File: src/rtl/uart_tx_arbiter_if.sv
// Signal bundle between the requester register blocks, the arbiter and the shared uart_tx.
// The slave modport is the arbiter's view. The master modport is the surrounding system.
`timescale 1ns/1ps
interface uart_tx_arbiter_if #(
  parameter int NUM_REQ = 4
);
  logic                   en;
  logic [NUM_REQ-1:0]     req;
  logic [16*NUM_REQ-1:0]  req_data;
  logic [NUM_REQ-1:0]     ack;
  logic [2:0]             grant_id;
  logic [15:0]            cfg_clk_div;
  logic [4:0]             cfg_bpw;
  logic [15:0]            uart_data;
  logic [15:0]            uart_clk_div;
  logic [4:0]             uart_bpw;
  logic                   uart_wr_en;
  logic                   uart_busy;
  logic                   active;
  logic                   timeout_err;
  logic [15:0]            frame_cnt;

  modport slave (
    input  en, req, req_data, cfg_clk_div, cfg_bpw, uart_busy,
    output ack, grant_id, uart_data, uart_clk_div, uart_bpw, uart_wr_en,
           active, timeout_err, frame_cnt
  );

  modport master (
    output en, req, req_data, cfg_clk_div, cfg_bpw, uart_busy,
    input  ack, grant_id, uart_data, uart_clk_div, uart_bpw, uart_wr_en,
           active, timeout_err, frame_cnt
  );
endinterface

File: src/rtl/uart_tx_arbiter.sv
// Round-robin sequencer that shares one uart_tx between NUM_REQ requesters.
// Each frame latches one word and a frame-stable copy of the line config.
`timescale 1ns/1ps
module uart_tx_arbiter #(
  parameter int          NUM_REQ      = 4,
  parameter logic [15:0] DEF_CLK_DIV  = 16'd434,
  parameter logic [4:0]  DEF_BPW      = 5'd7,
  parameter int          BUSY_TIMEOUT = 4
) (
  input  logic            clk,
  input  logic            rst_n,
  uart_tx_arbiter_if.slave bus
);

  localparam int IW = $clog2(NUM_REQ);
  localparam int TW = (BUSY_TIMEOUT > 1) ? $clog2(BUSY_TIMEOUT) : 1;

  typedef enum logic [1:0] {
    S_IDLE,
    S_ISSUE,
    S_WAIT_BUSY,
    S_WAIT_DONE
  } state_t;

  state_t             r_state;
  state_t             w_next_state;
  logic [TW-1:0]      r_wait_cnt;
  logic [IW-1:0]      r_rr;
  logic [NUM_REQ-1:0] r_ack;
  logic               r_wr_en;
  logic [15:0]        r_data;
  logic [15:0]        r_clk_div;
  logic [4:0]         r_bpw;
  logic [2:0]         r_grant_id;
  logic               r_timeout;
  logic [15:0]        r_frame_cnt;
  logic               r_active;

  logic               w_found;
  logic [IW-1:0]      w_grant;
  logic [IW-1:0]      w_idx;
  logic               w_timeout;
  logic               w_done;
  logic               w_grant_edge;

  logic [NUM_REQ-1:0] w_ack_d;
  logic               w_wr_en_d;
  logic [15:0]        w_data_d;
  logic [15:0]        w_clk_div_d;
  logic [4:0]         w_bpw_d;
  logic [2:0]         w_grant_id_d;
  logic [IW-1:0]      w_rr_d;
  logic               w_timeout_d;
  logic [15:0]        w_frame_cnt_d;

  // Scan offsets from highest to lowest so the requester nearest the pointer wins.
  always_comb begin
    // NOTE: every variable gets a default first so no path leaves it unassigned (no latch).
    w_found = 1'b0;
    w_grant = '0;
    w_idx   = '0;
    for (int i = NUM_REQ - 1; i >= 0; i--) begin
      w_idx = IW'((int'(r_rr) + i) % NUM_REQ);
      if (bus.req[w_idx]) begin
        w_found = 1'b1;
        w_grant = w_idx;
      end
    end
  end

  always_ff @(posedge clk or negedge rst_n) begin
    // NOTE: sequential state uses non-blocking assignments so every flop samples pre-edge values.
    if (!rst_n) begin
      r_state    <= S_IDLE;
      r_wait_cnt <= '0;
    end else begin
      r_state    <= w_next_state;
      r_wait_cnt <= (r_state == S_WAIT_BUSY) ? r_wait_cnt + TW'(1) : '0;
    end
  end

  always_comb begin
    w_next_state = r_state;
    w_timeout    = 1'b0;
    w_done       = 1'b0;
    unique case (r_state)
      S_IDLE:      if (bus.en && w_found) w_next_state = S_ISSUE;
      S_ISSUE:     w_next_state = S_WAIT_BUSY;
      S_WAIT_BUSY: begin
        if (bus.uart_busy) begin
          w_next_state = S_WAIT_DONE;
        end else if (r_wait_cnt == TW'(BUSY_TIMEOUT - 1)) begin
          w_next_state = S_IDLE;
          w_timeout    = 1'b1;
        end
      end
      S_WAIT_DONE: begin
        if (!bus.uart_busy) begin
          w_next_state = S_IDLE;
          w_done       = 1'b1;
        end
      end
      default:     w_next_state = S_IDLE;
    endcase
  end

  // Outputs are decoded one cycle early so they can all leave from flops.
  always_comb begin
    w_grant_edge  = (r_state == S_IDLE) && (w_next_state == S_ISSUE);
    w_ack_d       = '0;
    w_wr_en_d     = 1'b0;
    w_data_d      = r_data;
    w_clk_div_d   = r_clk_div;
    w_bpw_d       = r_bpw;
    w_grant_id_d  = r_grant_id;
    w_rr_d        = r_rr;
    w_timeout_d   = r_timeout | w_timeout;
    w_frame_cnt_d = w_done ? r_frame_cnt + 16'd1 : r_frame_cnt;
    if (w_grant_edge) begin
      w_ack_d[w_grant] = 1'b1;
      w_wr_en_d        = 1'b1;
      w_data_d         = bus.req_data[16*w_grant +: 16];
      w_clk_div_d      = bus.cfg_clk_div;
      w_bpw_d          = bus.cfg_bpw;
      w_grant_id_d     = 3'(w_grant);
      w_rr_d           = IW'((int'(w_grant) + 1) % NUM_REQ);
    end
  end

  always_ff @(posedge clk or negedge rst_n) begin
    if (!rst_n) begin
      r_ack       <= '0;
      r_wr_en     <= 1'b0;
      r_data      <= '0;
      r_clk_div   <= DEF_CLK_DIV;
      r_bpw       <= DEF_BPW;
      r_grant_id  <= '0;
      r_rr        <= '0;
      r_timeout   <= 1'b0;
      r_frame_cnt <= '0;
      r_active    <= 1'b0;
    end else begin
      r_ack       <= w_ack_d;
      r_wr_en     <= w_wr_en_d;
      r_data      <= w_data_d;
      r_clk_div   <= w_clk_div_d;
      r_bpw       <= w_bpw_d;
      r_grant_id  <= w_grant_id_d;
      r_rr        <= w_rr_d;
      r_timeout   <= w_timeout_d;
      r_frame_cnt <= w_frame_cnt_d;
      r_active    <= (w_next_state != S_IDLE);
    end
  end

  assign bus.ack          = r_ack;
  assign bus.uart_wr_en   = r_wr_en;
  assign bus.uart_data    = r_data;
  assign bus.uart_clk_div = r_clk_div;
  assign bus.uart_bpw     = r_bpw;
  assign bus.grant_id     = r_grant_id;
  assign bus.timeout_err  = r_timeout;
  assign bus.frame_cnt    = r_frame_cnt;
  assign bus.active       = r_active;

endmodule
File: src/flat_wrapper.sv
// flat-port wrapper written by rule: the top's interface ports become plain ports
module uart_tx_arbiter_flat 
#(
  parameter int          NUM_REQ      = 4,
  parameter logic [15:0] DEF_CLK_DIV  = 16'd434,
  parameter logic [4:0]  DEF_BPW      = 5'd7,
  parameter int          BUSY_TIMEOUT = 4
)
  (clk, rst_n, bus_en, bus_req, bus_req_data, bus_cfg_clk_div, bus_cfg_bpw, bus_uart_busy, bus_ack, bus_grant_id, bus_uart_data, bus_uart_clk_div, bus_uart_bpw, bus_uart_wr_en, bus_active, bus_timeout_err, bus_frame_cnt);
  uart_tx_arbiter_if #(.NUM_REQ(NUM_REQ)) bus_i ();
  input  logic clk;
  input  logic rst_n;
  input wire logic [$bits(bus_i.en)-1:0] bus_en;
  input wire logic [$bits(bus_i.req)-1:0] bus_req;
  input wire logic [$bits(bus_i.req_data)-1:0] bus_req_data;
  input wire logic [$bits(bus_i.cfg_clk_div)-1:0] bus_cfg_clk_div;
  input wire logic [$bits(bus_i.cfg_bpw)-1:0] bus_cfg_bpw;
  input wire logic [$bits(bus_i.uart_busy)-1:0] bus_uart_busy;
  output wire logic [$bits(bus_i.ack)-1:0] bus_ack;
  output wire logic [$bits(bus_i.grant_id)-1:0] bus_grant_id;
  output wire logic [$bits(bus_i.uart_data)-1:0] bus_uart_data;
  output wire logic [$bits(bus_i.uart_clk_div)-1:0] bus_uart_clk_div;
  output wire logic [$bits(bus_i.uart_bpw)-1:0] bus_uart_bpw;
  output wire logic [$bits(bus_i.uart_wr_en)-1:0] bus_uart_wr_en;
  output wire logic [$bits(bus_i.active)-1:0] bus_active;
  output wire logic [$bits(bus_i.timeout_err)-1:0] bus_timeout_err;
  output wire logic [$bits(bus_i.frame_cnt)-1:0] bus_frame_cnt;
  assign bus_i.en = bus_en;
  assign bus_i.req = bus_req;
  assign bus_i.req_data = bus_req_data;
  assign bus_i.cfg_clk_div = bus_cfg_clk_div;
  assign bus_i.cfg_bpw = bus_cfg_bpw;
  assign bus_i.uart_busy = bus_uart_busy;
  assign bus_ack = bus_i.ack;
  assign bus_grant_id = bus_i.grant_id;
  assign bus_uart_data = bus_i.uart_data;
  assign bus_uart_clk_div = bus_i.uart_clk_div;
  assign bus_uart_bpw = bus_i.uart_bpw;
  assign bus_uart_wr_en = bus_i.uart_wr_en;
  assign bus_active = bus_i.active;
  assign bus_timeout_err = bus_i.timeout_err;
  assign bus_frame_cnt = bus_i.frame_cnt;
  uart_tx_arbiter #(.NUM_REQ(NUM_REQ), .DEF_CLK_DIV(DEF_CLK_DIV), .DEF_BPW(DEF_BPW), .BUSY_TIMEOUT(BUSY_TIMEOUT)) u_core (.clk(clk), .rst_n(rst_n), .bus(bus_i));
endmodule
File: config.mk
export PLATFORM = sky130hd
export DESIGN_NAME = uart_tx_arbiter_flat
export DESIGN_NICKNAME = d
export VERILOG_FILES = /design/src/rtl/uart_tx_arbiter_if.sv /design/src/rtl/uart_tx_arbiter.sv /design/src/flat_wrapper.sv
export SDC_FILE = /design/constraint.sdc
export NUM_CORES = 1
export LEC_CHECK = 0
export CORE_UTILIZATION = 30
export CTS_CLUSTER_SIZE = 10
export DETAILED_ROUTE_END_ITERATION = 8
export PLACE_DENSITY = 0.63
export SLEW_MARGIN = 0
export SYNTH_ARGS = -nofsm -noshare
export SYNTH_HDL_FRONTEND = slang
export SYNTH_SLANG_ARGS = --single-unit
File: constraint.sdc
create_clock -name clk -period 3.8 [get_ports clk]
set_input_delay 0.76 -clock clk [delete_from_list [all_inputs] [get_ports clk]]
set_output_delay 0.76 -clock clk [all_outputs]
set_load 0.01 [all_outputs]
# Word-level counts from Yosys, hierarchy flattened
# Index checks and enable logic that the tools add are counted.
dict set report classes {
  n_addsub 6
  magnitude_cmp 6
  n_eq_ne 5
  shift 1
  muxes 31
  bitwise_logic 1
  n_reduce_logical 5
}
# op n
set ops {}
lappend ops {{$shiftx 64x7->16} 1}
lappend ops {{$mux 2} 9}
lappend ops {{$add 16x1->16 const B} 1}
lappend ops {{$lt 2x3->1 const B} 5}
lappend ops {{$mux 1} 15}
lappend ops {{$bmux 1 s2} 4}
lappend ops {{$pmux 2 s4} 1}
lappend ops {{$add 2x1->2 const B} 3}
lappend ops {{$eq 2x2->1 const B} 3}
lappend ops {{$add 2x2->2 const B} 2}
lappend ops {{$eq 2x1->1 const B} 2}
lappend ops {{$mux 4} 1}
lappend ops {{$logic_and 1x1->1} 3}
lappend ops {{$demux 1 s2} 1}
lappend ops {{$ge 2x1->1 const B} 1}
lappend ops {{$logic_not 2->1} 1}
lappend ops {{$reduce_bool 2->1} 1}
lappend ops {{$or 1x1->1} 1}
dict set report totals {
  reg_bits 68
  inputBits 93
  output_inout_bits 63
  word_cells 67
}

# Logic depth before layout (Yosys ltp)
# Gate-level depths: netlist of the first run.
dict set report logic_depth {
  depth_word 13
  mapped_depth 7
  mapped_depth_nobuf 6
}

# Worst setup path after synthesis of the first run
# No wires, ideal clock.
dict set report synth_path {
  kind {in2reg}
  startpoint {in bus_req[1]}
  endpoint {reg u_core.r_data[14], in the netlist u_core.bus.uart_data[14]}
  setup_time_ps 128
  arrival_time_ps 1909
  required_ps 3672
  slack_ps 1764
  cell_stages 7
  path_buffers 1
  cell_sequence {or4_1 nand3_2 inv_2 o21ai_4 buf_6 a21o_1 o211ai_2}
}
dict set report synth_between {
  elab_chain_cells 11
}
# element line
set synth_rtl {}
lappend synth_rtl {{start: declaration} flat_wrapper.sv:14} ;# input wire logic [$bits(bus_i.req)-1:0] bus_req;
lappend synth_rtl {{parallel branches: the longest is 11 deep, another holds $shiftx 64x7->16} -}
lappend synth_rtl {{end signal: assignment} uart_tx_arbiter.sv:145} ;# r_data <= w_data_d;
lappend synth_rtl {{end: declaration} uart_tx_arbiter.sv:31} ;# logic [15:0] r_data;
# Several ways; the timed one is not identified. The select of a mux whose other input is x is not followed.
# A chain may end at the register's enable or synchronous reset.

# Final worst setup path of the first run
dict set report layout_path {
  startpoint {in bus_req[2]}
  endpoint {reg u_core.r_data[5], in the netlist u_core.bus.uart_data[5]}
}
# element line
set layout_lines {}
lappend layout_lines {{$bmux 1 s2} uart_tx_arbiter.sv:64} ;# if (bus.req[w_idx]) begin
lappend layout_lines {{$mux 1 (implied by the code)} uart_tx_arbiter.sv:64}
lappend layout_lines {{$mux 2 (3 in a row)} uart_tx_arbiter.sv:64}
lappend layout_lines {{$mux 2 *} uart_tx_arbiter.sv:64}
lappend layout_lines {{net u_core.w_grant[0]} uart_tx_arbiter.sv:40} ;# logic [IW-1:0] w_grant;
lappend layout_lines {{$shiftx 64x7->16 *} uart_tx_arbiter.sv:122} ;# w_data_d = bus.req_data[16*w_grant +: 16];
# The timed path passes the listed nets; every way through them passes the cells marked *. The select of a mux whose other input is x is not followed.

==> reports/qor.yml, run 1 <==
status:
  outcome: "completed"
pwr:
  ir_drop_uv: 299
  power_frac_clock_pct: 27.8
  p_seq_share_pct: 33.6
  power.internal_mw: 2.40
  p_per_area_mw_per_mm2: 645
  power_switching_mw: 1.08
  leakage_nw: 2.39
  comb_power_share_pct: 38.7
  swShare_pct: 31.0
grt:
  grt_pass1_wl_um: 14900
  grt_pass1_vias: 2976
  antenna_found_initial: 0
  overflow: 0
  grt_use_total_pct: 16.5
  grt_max_degree: 53
sta:
  setup_viol: 0
  rsz0062_at_grt: "false"
  tightestPinTransition_ns: 0.803
  finClkSkew_ns: 0.00559
  min_period_ns: 2.62
  final.setup.worst_slack_ns: 1.18
  hold_viol: 0
  tns_ns: 0
  maxSlewHeadroom_pct: 46.4
  max_clock_freq_mhz: 382
  final_max_slew_viol_count: 0
  period_share_pct: 68.9
detailed_routing:
  routed_wl_um: 9550
  vias: 3014
  drt_pre_antenna_iters: 4
  drt-initial-drc-count: 148
  drt-vias-per-instance: 4.78
  wl_per_cell_um: 15.1
  drcViolationCount: 0
  ant_nets: 0
flow_run:
  max_cap_violations: 0
yosys:
  synth_top_family_by_area: "simple AND/OR/NAND/NOR gates"
  synth_nets: 437
  synth-xor-area-share_pct: 3.83
  yosysTopAreaCell: "dfrtp_1"
  muxShareOfSynthArea_pct: 5.29
  yosysMostFrequentCell: "nand2_1"
  synthCells: 338
  async_flop_share_pct: 100
  yosys.area.top_type_share_pct: 43.8
  ys.flop_type: "dfrtp_1"
  synth_common_cells: "nand2_1, dfrtp_1, nand4_1, a21o_1, mux2i_1"
  syn_area_sq_mm: 0.00343
  ys_seq_area_share_pct: 49.9
  ys_ff_latch: 68
  synth_compound_area_share_pct: 13.6
  yosysWarningCount: 0
  synthAdderAreaFrac_pct: 2.19
  synth-edff-count: 0
  synth_simple_gate_area_share_pct: 21.0
  syn_avg_cell_area_sq_um: 10.1
  synth.area.top_cells: "dfrtp_1, nand2_1, dfstp_2"
  synth.distinct_cells: 46
setup_path:
  cp_max_fo: 19
  startpoint_type: "input port"
  r2r-start: "u_core.r_rr[1]"
  path_class: "input port to flop"
  endpoint_kind: "flop"
  crit_required_ns: 4.00
  startpoint: "bus_req[2]"
  crit_arrival_ns: 2.81
placed_design:
  dp_slack_ns: 0.865
  place.gp.congestion: 0.818
  hpwl_um: 6970
  numPortBuffers: 154
die:
  die_x_um: 109
  coreArea_sq_mm: 0.0110
  io_pins: 156
  dieArea_sq_mm: 0.0119
  start_util_pct: 31.2
  dieHeight_um: 109
  row_count: 38
clocking:
  ctsHtreeMaxLevel: 3
  insertion_delay_ns: 0.32
  clock-sinks: 68
  cts_hold_buf: 0
  numCtsBuffers: 9
  post_cts_buffers: 0
  cts.repair.resized: 0
  cts_tree: "yes"
  root_buffer: "clkbuf_16"
  clock_path_buffers: 2
  clkTransAtPathRegs_ns: 0.05
finish:
  n_antenna_cell: 0
  area_growth_pct: 57.4
  nNetsFinal: 585
  n_fill_cell: 1014
  drive_gt1_share_pct: 9.78
hold_path:
  hp-class: "input port to asynchronous set/reset pin"
## kinds of logic (layout without fill, tap and decap cells)
logic type / count (synthesis) / after routing
flip-flops: 68 / 68
buffers and inverters: 24 / 177
other: 1 / 1
adder cells (fa/ha/maj): 6 / 6
AND/OR/NAND/NOR: 150 / 150
multiplexers: 18 / 18
XOR/XNOR: 15 / 15
AO/OA/AOI/OAI: 56 / 56
## path summary, 6_finish.rpt
| check | end | slack (ns) | cells past startpoint |
|---|---|---|---|
| setup / recovery | u_core.bus.uart_data[5] | 1.18 | 7 |
| hold / removal | u_core.bus.frame_cnt[8] | 0.36 | 1 |
| setup reg to reg | u_core.bus.uart_data[5] | 1.73 | 6 |
| hold reg to reg | u_core.r_wait_cnt[0] | 0.45 | 1 |
| max in group asynchronous | u_core.bus.ack[1] | 2.45 | 2 |
| min in group clk | u_core.r_wait_cnt[0] | 0.45 | 1 |
## power by group through the flow
stage / sequential (mW) / combinational, mW / clock (mW)
2_1_floorplan: 1.27 / 0.588 / 0
3_5_place_dp: 1.18 / 1.37 / 0
6_report: 1.17 / 1.35 / 0.967
3_3_place_gp: 1.17 / 1.34 / 0
4_1_cts: 1.17 / 1.37 / 0.994
5_1_grt: 1.20 / 1.47 / 1.03
## cells in the final DEF (no fill, tap or decap), types with 3 or more instances in the layout
| master | Yosys | layout |
|---|---|---|
| and2_1 | 4 | 4 |
| clkbuf_16 | 0 | 9 |
| dfrtp_1 | 60 | 60 |
| o31ai_1 | 16 | 16 |
| buf_4 | 3 | 3 |
| nand4_1 | 19 | 19 |
| nand3_1 | 5 | 5 |
| o211ai_1 | 8 | 8 |
| a21o_1 | 17 | 17 |
| a21oi_1 | 3 | 3 |
| nand2_1 | 94 | 94 |
| xnor2_1 | 12 | 12 |
| mux2i_1 | 17 | 17 |
| nor2_1 | 6 | 6 |
| ha_1 | 6 | 6 |
| bufinv_16 | 0 | 3 |
| and4_1 | 3 | 3 |
| xor2_1 | 3 | 3 |
| o211ai_2 | 8 | 8 |
| dfstp_2 | 8 | 8 |
| clkdlybuf4s50_1 | 0 | 153 |
## worst max-delay path, cell delays in order
cell	delay [ns]
clkdlybuf4s50_1	0.56
mux2i_1	0.13
nor2_2	0.63
nor3_4	0.14
inv_6	0.24
mux2i_1	0.24
o211ai_1	0.10
## metrics by stage
step           power (mW)  area (sq um)  hold WS (ns)  utilization, %  instances
6_report             3.48          5400         0.357            49.1        631
3_3_place_gp         2.51          5050         0.425            45.9        615
2_1_floorplan        1.86          3430         0.414               -        338
4_1_cts              3.54          5400         0.358            49.1        631
5_1_grt              3.71          5400         0.382            49.1        631
3_5_place_dp         2.55          5050         0.447            45.9        615
## registers in the layout, summed over array words and instances, names as in the netlist, 2 cells and up
register                 cells
u_core.bus.ack               4
u_core.bus.frame_cnt        16
u_core.bus.grant_id          2
u_core.bus.uart_bpw          5
u_core.bus.uart_clk_div     16
u_core.bus.uart_data        16
u_core.r_rr                  2
u_core.r_state               2
u_core.r_wait_cnt            2
## routing by layer
metal / track usage [%] / up-vias / part of all wire (%)
met1: 21.8 / 1420 / 44
li1: - / 1476 / -
met2: 25.7 / 102 / 47
met5: 0 / - / 0
met4: 7.72 / 0 / 2.2
met3: 3.65 / 16 / 5.9
## area by class of cell
cell class              instances  area (sq um)  area share [%]
flip-flops and latches         68          1710            31.7
multi-input cells             246          1580            29.3
repair buffers                157          1560            28.9
clock buffers                  12           256            4.75
well taps                     140           175            3.25
clock inverters                 4          95.1            1.76
inverters                       4          20.0           0.371
(Power assumes the default switching activity.)
==> inputs of run 2 (changes only) <==
--- a/config.mk
+++ b/config.mk
@@ -8,7 +8,7 @@
 export CORE_UTILIZATION = 30
 export CTS_CLUSTER_SIZE = 10
 export DETAILED_ROUTE_END_ITERATION = 8
-export PLACE_DENSITY = 0.63
+export PLACE_DENSITY = 0.65
 export SLEW_MARGIN = 0
 export SYNTH_ARGS = -nofsm -noshare
 export SYNTH_HDL_FRONTEND = slang
==> constraint.sdc (replaced) <==
create_clock -name clk -period 2.37 [get_ports clk]
set_input_delay 0.474 -clock clk [delete_from_list [all_inputs] [get_ports clk]]
set_output_delay 0.474 -clock clk [all_outputs]
set_load 0.01 [all_outputs]
==> run 2 against run 1 <==
  * Global-route usage rose by 0.69 points
  * Non-clock buffer count grew 12
  * Worst hold slack worse by 0.23 ns
  * Register-to-register slack worse by 1.0 ns
  * Design area increased by 0.72%
  * Die area stayed put
  * Final cell count up 1.9%
  * Clock power increased by 29%
  * Flip-flop and latch count unchanged
  * Critical endpoint is now u_core.bus.uart_data[6]
==> reports/qor.yml, run 2 (synthesis results as in run 1) <==
status:
  outcome: "completed"
setup_path:
  rr_endpoint: "u_core.bus.uart_data[6]"
  crit_required_ns: 2.60  # -1.40 ns
  r2r_slack_ns: 0.71  # -1.02 ns
  endpoint_kind: "flop"
  startpoint_type: "input port"
  startpoint: "bus_req[2]"
  r2r-start: "u_core.r_rr[1]"
  path_class: "input port to flop"
  reg2regPathDepth: 5  # -1
  cp-endpoint: "u_core.bus.uart_data[6]"
  cp_max_fo: 17  # -2
  crit_arrival_ns: 2.20  # -0.61 ns
grt:
  grt_max_degree: 28  # -47%
  overflow: 0  # unchanged
  grt_use_total_pct: 17.2  # +0.69 points
  grt_pass1_vias: 3097  # +4.1%
  grt_pass1_wl_um: 15600  # +5.1%
  antenna_found_initial: 0  # unchanged
sta:
  tns_ns: 0  # unchanged
  max_clock_freq_mhz: 509
  hold_viol: 0  # unchanged
  final_max_slew_viol_count: 0  # unchanged
  setup_viol: 0  # unchanged
  rsz0062_at_grt: "false"
  maxSlewHeadroom_pct: 63.0  # +17 points
  min_period_ns: 1.97
  period_share_pct: 82.9
  hold_ws_ns: 0.128  # -0.230 ns
  final.setup.worst_slack_ns: 0.405  # -0.777 ns
  finClkSkew_ns: 0.0101  # +0.00449 ns
  tightestPinTransition_ns: 0.555  # -0.248 ns
placed_design:
  place.gp.congestion: 0.847  # +3.5%
  hpwl_um: 7340  # +5.3%
  dp_slack_ns: 0.0461  # -0.819 ns
  placed_area_sq_mm: 0.00515  # +2.0%
  numPortBuffers: 154  # unchanged
die:
  dieArea_sq_mm: 0.0119  # unchanged
  row_count: 38  # unchanged
  dieHeight_um: 109  # unchanged
  io_pins: 156  # unchanged
  die_x_um: 109  # unchanged
  coreArea_sq_mm: 0.0110  # unchanged
  start_util_pct: 31.2  # unchanged
detailed_routing:
  wl_per_cell_um: 15.6  # +2.7%
  drt_pre_antenna_iters: 4  # unchanged
  ant_nets: 0  # unchanged
  top_layer: "met4"
  dr_wl_met2_um: 4970  # +9.5%
  vias: 3080  # +2.2%
  wl_met3_um: 602  # +6.4%
  drcViolationCount: 0  # unchanged
  drt-initial-drc-count: 150  # +1.4%
  drt-vias-per-instance: 4.79  # +0.28%
  routed_wl_um: 10000  # +4.7%
  m1WireLength_um: 4220  # -0.47%
pwr:
  p_seq_share_pct: 35.1  # +1.5 points
  power.internal_mw: 3.58  # +49%
  swShare_pct: 33.7  # +2.7 points
  p_per_area_mw_per_mm2: 994  # +54%
  power_switching_mw: 1.82  # +69%
  comb_power_share_pct: 41.7  # +3.0 points
  power_frac_clock_pct: 23.2  # -4.6 points
  ir_drop_uv: 495  # +65%
  leakage_nw: 2.42  # +1.4%
clocking:
  ctsHtreeMaxLevel: 3  # unchanged
  clock_path_buffers: 2  # unchanged
  cts.repair.resized: 0  # unchanged
  root_buffer: "clkbuf_16"
  clock-sinks: 68  # unchanged
  post_cts_buffers: 0  # unchanged
  cts_tree: "yes"
  clkTransAtPathRegs_ns: 0.06  # about the same
  numCtsBuffers: 9  # unchanged
  cts_hold_buf: 0  # unchanged
  insertion_delay_ns: 0.33  # about the same
finish:
  area_growth_pct: 58.6
  n_antenna_cell: 0  # unchanged
  design_area_sq_mm: 0.00544  # +0.72%
  drive_gt1_share_pct: 12.1  # +2.4 points
  mostFrequentLayoutCells: "clkdlybuf4s50_1, nand2_1, dfrtp_1"
  nNetsFinal: 597  # +2.1%
  final_common_cell: "clkdlybuf4s50_1"
flow_run:
  max_cap_violations: 0  # unchanged
hold_path:
  hp-class: "input port to asynchronous set/reset pin"
run 2: how the worst min path moves through the flow:
stage	start	to	slack, ns	depth (start not counted)
global route	rst_n	u_core.bus.frame_cnt[12]	0.16	1
finish	rst_n	u_core.bus.frame_cnt[14]	0.13	1
CTS	rst_n	u_core.bus.frame_cnt[14]	0.14	1
detailed placement	u_core.r_wait_cnt[0]	u_core.r_wait_cnt[0]	0.44	1
global placement	u_core.r_wait_cnt[0]	u_core.r_wait_cnt[0]	0.42	1
floorplan	rst_n	u_core.bus.ack[0]	0.18	0
run 2: final cells by class:
cell class,instances,area (sq um)
fill,1032,5550
sequential,68,1710
timing repair buffer,169,1660
multi-input combinational,246,1580
clock buffer,11,253
tap,140,175
clock inverter,5,35.0
inverter,4,20.0
run 2: worst max-delay path, cell delays in order:
cell and delay (ns):
clkdlybuf4s50_1 0.56, nor2b_1 0.19, a311oi_2 0.07, nor2_1 0.37
nand2_4 0.27, o211ai_1 0.25
run 2: metrics by stage:
step	total power, mW	instances	util, %
CTS	5.47	643	49.5
floorplan	2.98	338	-
finish	5.40	643	49.5
detailed placement	4.18	627	46.9
global placement	4.12	627	46.9
global route	5.74	643	49.5
run 2: power by group through the flow:
| stage | clock [mW] | sequential, mW | combinational [mW] |
|---|---|---|---|
| after floorplan | 0 | 2.04 | 0.943 |
| after global placement | 0 | 1.89 | 2.23 |
| after detailed placement | 0 | 1.90 | 2.28 |
| after CTS | 1.28 | 1.90 | 2.29 |
| after global routing | 1.33 | 1.95 | 2.46 |
| final | 1.25 | 1.89 | 2.25 |
run 2: routing by layer:
layer  global-route usage [%]  vias up
li1                         -     1496
met1                     21.9     1454
met2                     28.7      115
met3                     3.35       15
met4                     6.85        0
met5                        0        -
==> inputs of run 3 (changes only) <==
==> constraint.sdc (replaced) <==
create_clock -name clk -period 1.6 [get_ports clk]
set_input_delay 0.32 -clock clk [delete_from_list [all_inputs] [get_ports clk]]
set_output_delay 0.32 -clock clk [all_outputs]
set_load 0.01 [all_outputs]
==> run 3 against run 2 <==
  * The run now ends with hold timing, setup timing left
  * Design area rose by 15%
  * Non-clock buffer count up 29
  * Total power rose by 65%
  * Largest cell class is now non-clock buffers
==> reports/qor.yml, run 3 (synthesis results as in run 1) <==
status:
  outcome: "finished, violations left"
  violations: "hold timing, setup timing"
clocking:
  ctsHtreeMaxLevel: 3  # unchanged
  insertion_delay_ns: 0.32  # about the same
  clock_path_buffers: 2  # unchanged
  root_buffer: "clkbuf_16"
  numCtsBuffers: 9  # unchanged
  clkTransAtPathRegs_ns: 0.05  # about the same
  clock-sinks: 68  # unchanged
  cts_hold_buf: 0  # unchanged
  cts_tree: "yes"
sta:
  setup_viol: 11  # +11
  min_period_ns: 1.64
  hold_ws_ns: -0.0153  # -0.143 ns
  hold_viol: 8  # +8
  final.setup.worst_slack_ns: -0.0442  # -0.449 ns
  final_max_slew_viol_count: 0  # unchanged
  period_share_pct: 103
  finClkSkew_ns: 0.00466  # -0.00542 ns
  max_clock_freq_mhz: 608
  rsz0062_at_grt: "true"
finish:
  design_area_sq_mm: 0.00624  # +15%
  n_antenna_cell: 0  # unchanged
  n_fill_cell: 956  # -7.4%
  drive_gt1_share_pct: 24.5  # +12 points
  final-seq-area_sq_mm: 0.00171  # about the same
  fin_util_pct: 56.8  # +7.3 points
  area_growth_pct: 82.0
  final_common_cell: "clkdlybuf4s50_1"
  mostFrequentLayoutCells: "clkdlybuf4s50_1, nand2_1, dfrtp_1"
  multi_input_area_sq_mm: 0.00195  # +24%
  nNetsFinal: 629  # +5.4%
grt:
  antenna_found_initial: 0  # unchanged
  grt_pass1_wl_um: 16300  # +4.4%
  grt_use_total_pct: 18.0  # +0.81 points
  grt_max_degree: 69  # +150%
  overflow: 0  # unchanged
  grt_pass1_vias: 3396  # +9.7%
die:
  io_pins: 156  # unchanged
  row_count: 38  # unchanged
  dieArea_sq_mm: 0.0119  # unchanged
  start_util_pct: 31.2  # unchanged
  coreArea_sq_mm: 0.0110  # unchanged
  die_x_um: 109  # unchanged
  dieHeight_um: 109  # unchanged
setup_path:
  cp_max_fo: 5  # -12
  crit_required_ns: 1.80  # -0.80 ns
  r2r_slack_ns: -0.04  # -0.75 ns
  startpoint_type: "flop"
  path_class: "flop to flop"
  crit_arrival_ns: 1.85  # -0.35 ns
  endpoint_kind: "flop"
placed_design:
  place.gp.congestion: 0.781  # -7.8%
  placed_area_sq_mm: 0.00534  # +3.7%
  numPortBuffers: 154  # unchanged
  hpwl_um: 7090  # -3.4%
flow_run:
  max_cap_violations: 0  # unchanged
pwr:
  p_per_area_mw_per_mm2: 1430  # +44%
  ir_drop_uv: 593  # +20%
  leakage_nw: 2.94  # +21%
detailed_routing:
  drt-initial-drc-count: 120  # -20%
  ant_nets: 0  # unchanged
  drcViolationCount: 0  # unchanged
  vias: 3281  # +6.5%
  routed_wl_um: 10500  # +5.5%
  wl_per_cell_um: 15.6  # +0.45%
  drt_pre_antenna_iters: 4  # unchanged
  drt-vias-per-instance: 4.86  # +1.5%
hold_path:
  hp-class: "input port to asynchronous set/reset pin"
[run 3: per-layer routing]
| layer | routed length (um) | global-route usage (%) | part of all wire, % | vias up |
|---|---|---|---|---|
| met5 | 0 | 0 | 0 | - |
| met4 | 256 | 9.17 | 2.4 | 0 |
| met3 | 614 | 3.71 | 5.8 | 24 |
| met2 | 5210 | 29.5 | 49 | 121 |
| met1 | 4470 | 22.5 | 42 | 1563 |
| li1 | - | - | - | 1573 |
[run 3: final timing paths]
| check | from | end | cells after the start |
|---|---|---|---|
| min | rst_n | u_core.bus.frame_cnt[15] | 2 |
| min reg2reg | u_core.r_wait_cnt[0] | u_core.r_wait_cnt[0] | 1 |
| min in group clk | u_core.r_wait_cnt[0] | u_core.r_wait_cnt[0] | 1 |
| max in group asynchronous | rst_n | u_core.bus.uart_clk_div[4] | 2 |
| max reg2reg | u_core.r_rr[1] | u_core.bus.uart_data[7] | 8 |
| max | u_core.r_rr[1] | u_core.bus.uart_data[7] | 8 |
[run 3: area by class of cell]
class	instances	area share, %
Timing Repair Buffer	198	32.6
Multi-Input combinational cell	246	31.3
Sequential cell	68	27.5
Clock buffer	10	3.67
Tap cell	140	2.81
Clock inverter	6	1.04
Timing Repair inverter	3	0.622
Inverter	4	0.501
[run 3: worst max-delay path, cell delays in order (launching register included)]
cell and delay, ns:
dfrtp_2 0.45, nand2b_4 0.17, a21oi_4 0.18, nor3_4 0.07, buf_6 0.12, buf_6 0.12
inv_8 0.09, mux2i_1 0.23, o211ai_1 0.10
[run 3: per-stage QoR]
step	power (mW)	TNS [ns]	hold slack, ns	worst slack [ns]	cells
global route	9.49	-1.20	0.0312	-0.122	675
detailed placement	6.32	-21.27	0.361	-0.484	644
floorplan	4.42	-0.0569	0.0244	-0.0122	338
global placement	6.23	-19.54	0.357	-0.466	644
CTS	8.73	-0.645	0.0100	-0.0492	674
finish	8.92	-0.271	-0.0153	-0.0442	675
[run 3: repair_timing]
action	4_1_cts	5_1_grt
cloned	4	1
endpoints found under the setup margin	61	37
buffers inserted	10	1
pin swaps	14	22
resized for setup	65	53
endpoints found under the hold margin	0	0
[run 3: power breakdown]
group	internal, mW	switching, mW	total [mW]
Clock	1.21	0.730	1.94
Sequential	2.39	0.355	2.75
Combinational	2.29	1.95	4.24
Total	5.89	3.03	8.92
==> RTL change (flow settings as in run 2) <==
`BUSY_TIMEOUT` is set to 4 in 2 places; all go to 8.
--- a/src/rtl/uart_tx_arbiter.sv
+++ b/src/rtl/uart_tx_arbiter.sv
@@ -7,3 +7,3 @@
   parameter logic [4:0]  DEF_BPW      = 5'd7,
-  parameter int          BUSY_TIMEOUT = 4
+  parameter int          BUSY_TIMEOUT = 8
 ) (
--- a/src/flat_wrapper.sv
+++ b/src/flat_wrapper.sv
@@ -6,3 +6,3 @@
   parameter logic [4:0]  DEF_BPW      = 5'd7,
-  parameter int          BUSY_TIMEOUT = 4
+  parameter int          BUSY_TIMEOUT = 8
 )
Check against the original RTL: no difference found for any inputs over 4 cycles, from zero or initial values and one cycle with rst_n low; that may be too few to reach the edited logic, so the function may still have changed.
==> RTL change against run 2 <==
Core utilization increased by 0.13 points; sequential power is essentially flat; power is 0.89% higher; hold slack better by 0.14 ns; sequential cell count up 1; synthesized area is 1.4% higher; wire length decreased by 4.1%; design area rose by 1.1%; clock skew down 0.0021 ns; setup slack better by 0.036 ns; critical path type unchanged.
==> RTL change: results (changes against run 2) <==
- Layout cells sized above 1: 11.9% (-0.27 points)
- Vias: 3089 (+0.29%)
- Crit path DAT: 2.14 ns (-0.06 ns)
- Number of global-route vias before repair: 3032 (-2.1%)
- Routed Wire Length: 9590 µm (-4.1%)
- Most instantiated cells after synthesis: 94 x nand2_1, 61 x dfrtp_1, 21 x nand4_1
- Clock slew seen by the registers of the worst setup and hold paths: 0.06 ns (about the same)
- DP HPWL: 6960 µm (-5.2%)
- Slew Limit Headroom: 41.8% (-21 points)
- Routed wire per std cell: 14.8 µm (-4.6%)
- CP max-delay cell: or4_4
- Placed Area: 5200 µm² (+0.92%)
- GRT Overall Usage: 16.3% (-0.93 points)
- Max IR drop VDD: 0.555 mV (+12%)
- Outcome: completed
- Post-synthesis xor/xnor area fraction: 3.78% (-0.052 points)
- Crit Path Max Fanout: 16 (-1)
- Fill cells: 1026 (-0.58%)
- First-pass GRT wire length: 15000 µm (-4.2%)
- Pre-CTS setup slack: 0.0918 ns (+0.0456 ns)
- Nets: 601 (+0.67%)
- Sequential area share after synthesis: 50.0% (about the same)
- Synth area leaders: dfrtp_1 44%, nand2_1 10%, dfstp_2 6.0%
- Adder-Cell Fraction of Synth Area: 2.52% (+0.33 points)
- Post-synthesis mux area share: 5.22% (-0.072 points)
- Syn Nets: 443 (+1.4%)
- Placed cells: 630 (+0.48%)
- Initial antenna violation count: 0 (unchanged)
- Synth cell types: 44 (-4.3%)
- Routability cong.: 0.786 (-7.2%)
- Post-synthesis compound-gate area fraction: 13.7% (+0.065 points)
- Post-CTS resize count: 0 (unchanged)
- Syn Area/Cell: 10.1 µm² (about the same)
- Clock Skews: 0.00799 ns (-0.00209 ns)
- Iter 0 DRT Violations: 120 (-20%)
- Pleak: 0.00243 µW (+0.50%)
- Switching power: 1790 µW (-1.8%)
- Synth Warn #: 0 (unchanged)
- Port Buffers: 154 (unchanged)
- Largest net degree at the start of global routing: 70 (+150%)
## RTL change: layout make-up
class	count	share of cell area, %
clock inverter	5	1.07
timing repair buffer	167	30.2
tap	140	3.19
inverter	5	0.432
clock buffer	11	4.42
sequential	69	31.6
multi-input combinational	249	29.1
## RTL change: layer usage
metal  global-route usage, %  routed length (µm)
met1                    21.8                4380
met2                    25.3                4400
met3                    4.45                 633
met4                    5.62                 170
met5                       0                   0
## RTL change: final timing paths
check | startpoint | to | slack (ns) | depth (start not counted)
worst min register to register | u_core.r_wait_cnt[0] | u_core.r_wait_cnt[0] | 0.44 | 1
worst max register to register | u_core.r_rr[1] | u_core.bus.uart_data[0] | 0.71 | 6
worst max-delay path | bus_req[0] | u_core.bus.active | 0.44 | 6
worst min-delay path | rst_n | u_core.bus.frame_cnt[8] | 0.27 | 1
min in group clk | u_core.r_wait_cnt[0] | u_core.r_wait_cnt[0] | 0.44 | 1
max in group asynchronous | rst_n | u_core.r_rr[0] | 1.52 | 1
## RTL change: cells by family (layout without fill, tap and decap cells)
family,count (synthesis),after routing
simple gates,151,151
flops,69,69
compound gates,57,57
buf+inv,25,188
mux,18,18
xor+xnor,15,15
fa+ha+maj,7,7
other cells,1,1
## RTL change: power by group through the flow
stage	sequential, µW	clock, µW	combinational (µW)
floorplan	2040	0	953
global placement	1900	0	2210
detailed placement	1900	0	2260
CTS	1890	1370	2260
global route	1940	1440	2450
finish	1890	1330	2230
## RTL change: critical path: cells and delay by family
family	cells	cell delay [ns]
simple gates	4	0.98
buf+inv	2	0.69
## RTL change: metrics by stage
stage	hold WS [ns]	util (%)
finish	0.272	49.6
global route	0.349	49.6
CTS	0.307	49.6
detailed placement	0.430	46.9
global placement	0.424	46.9
floorplan	0.178	-
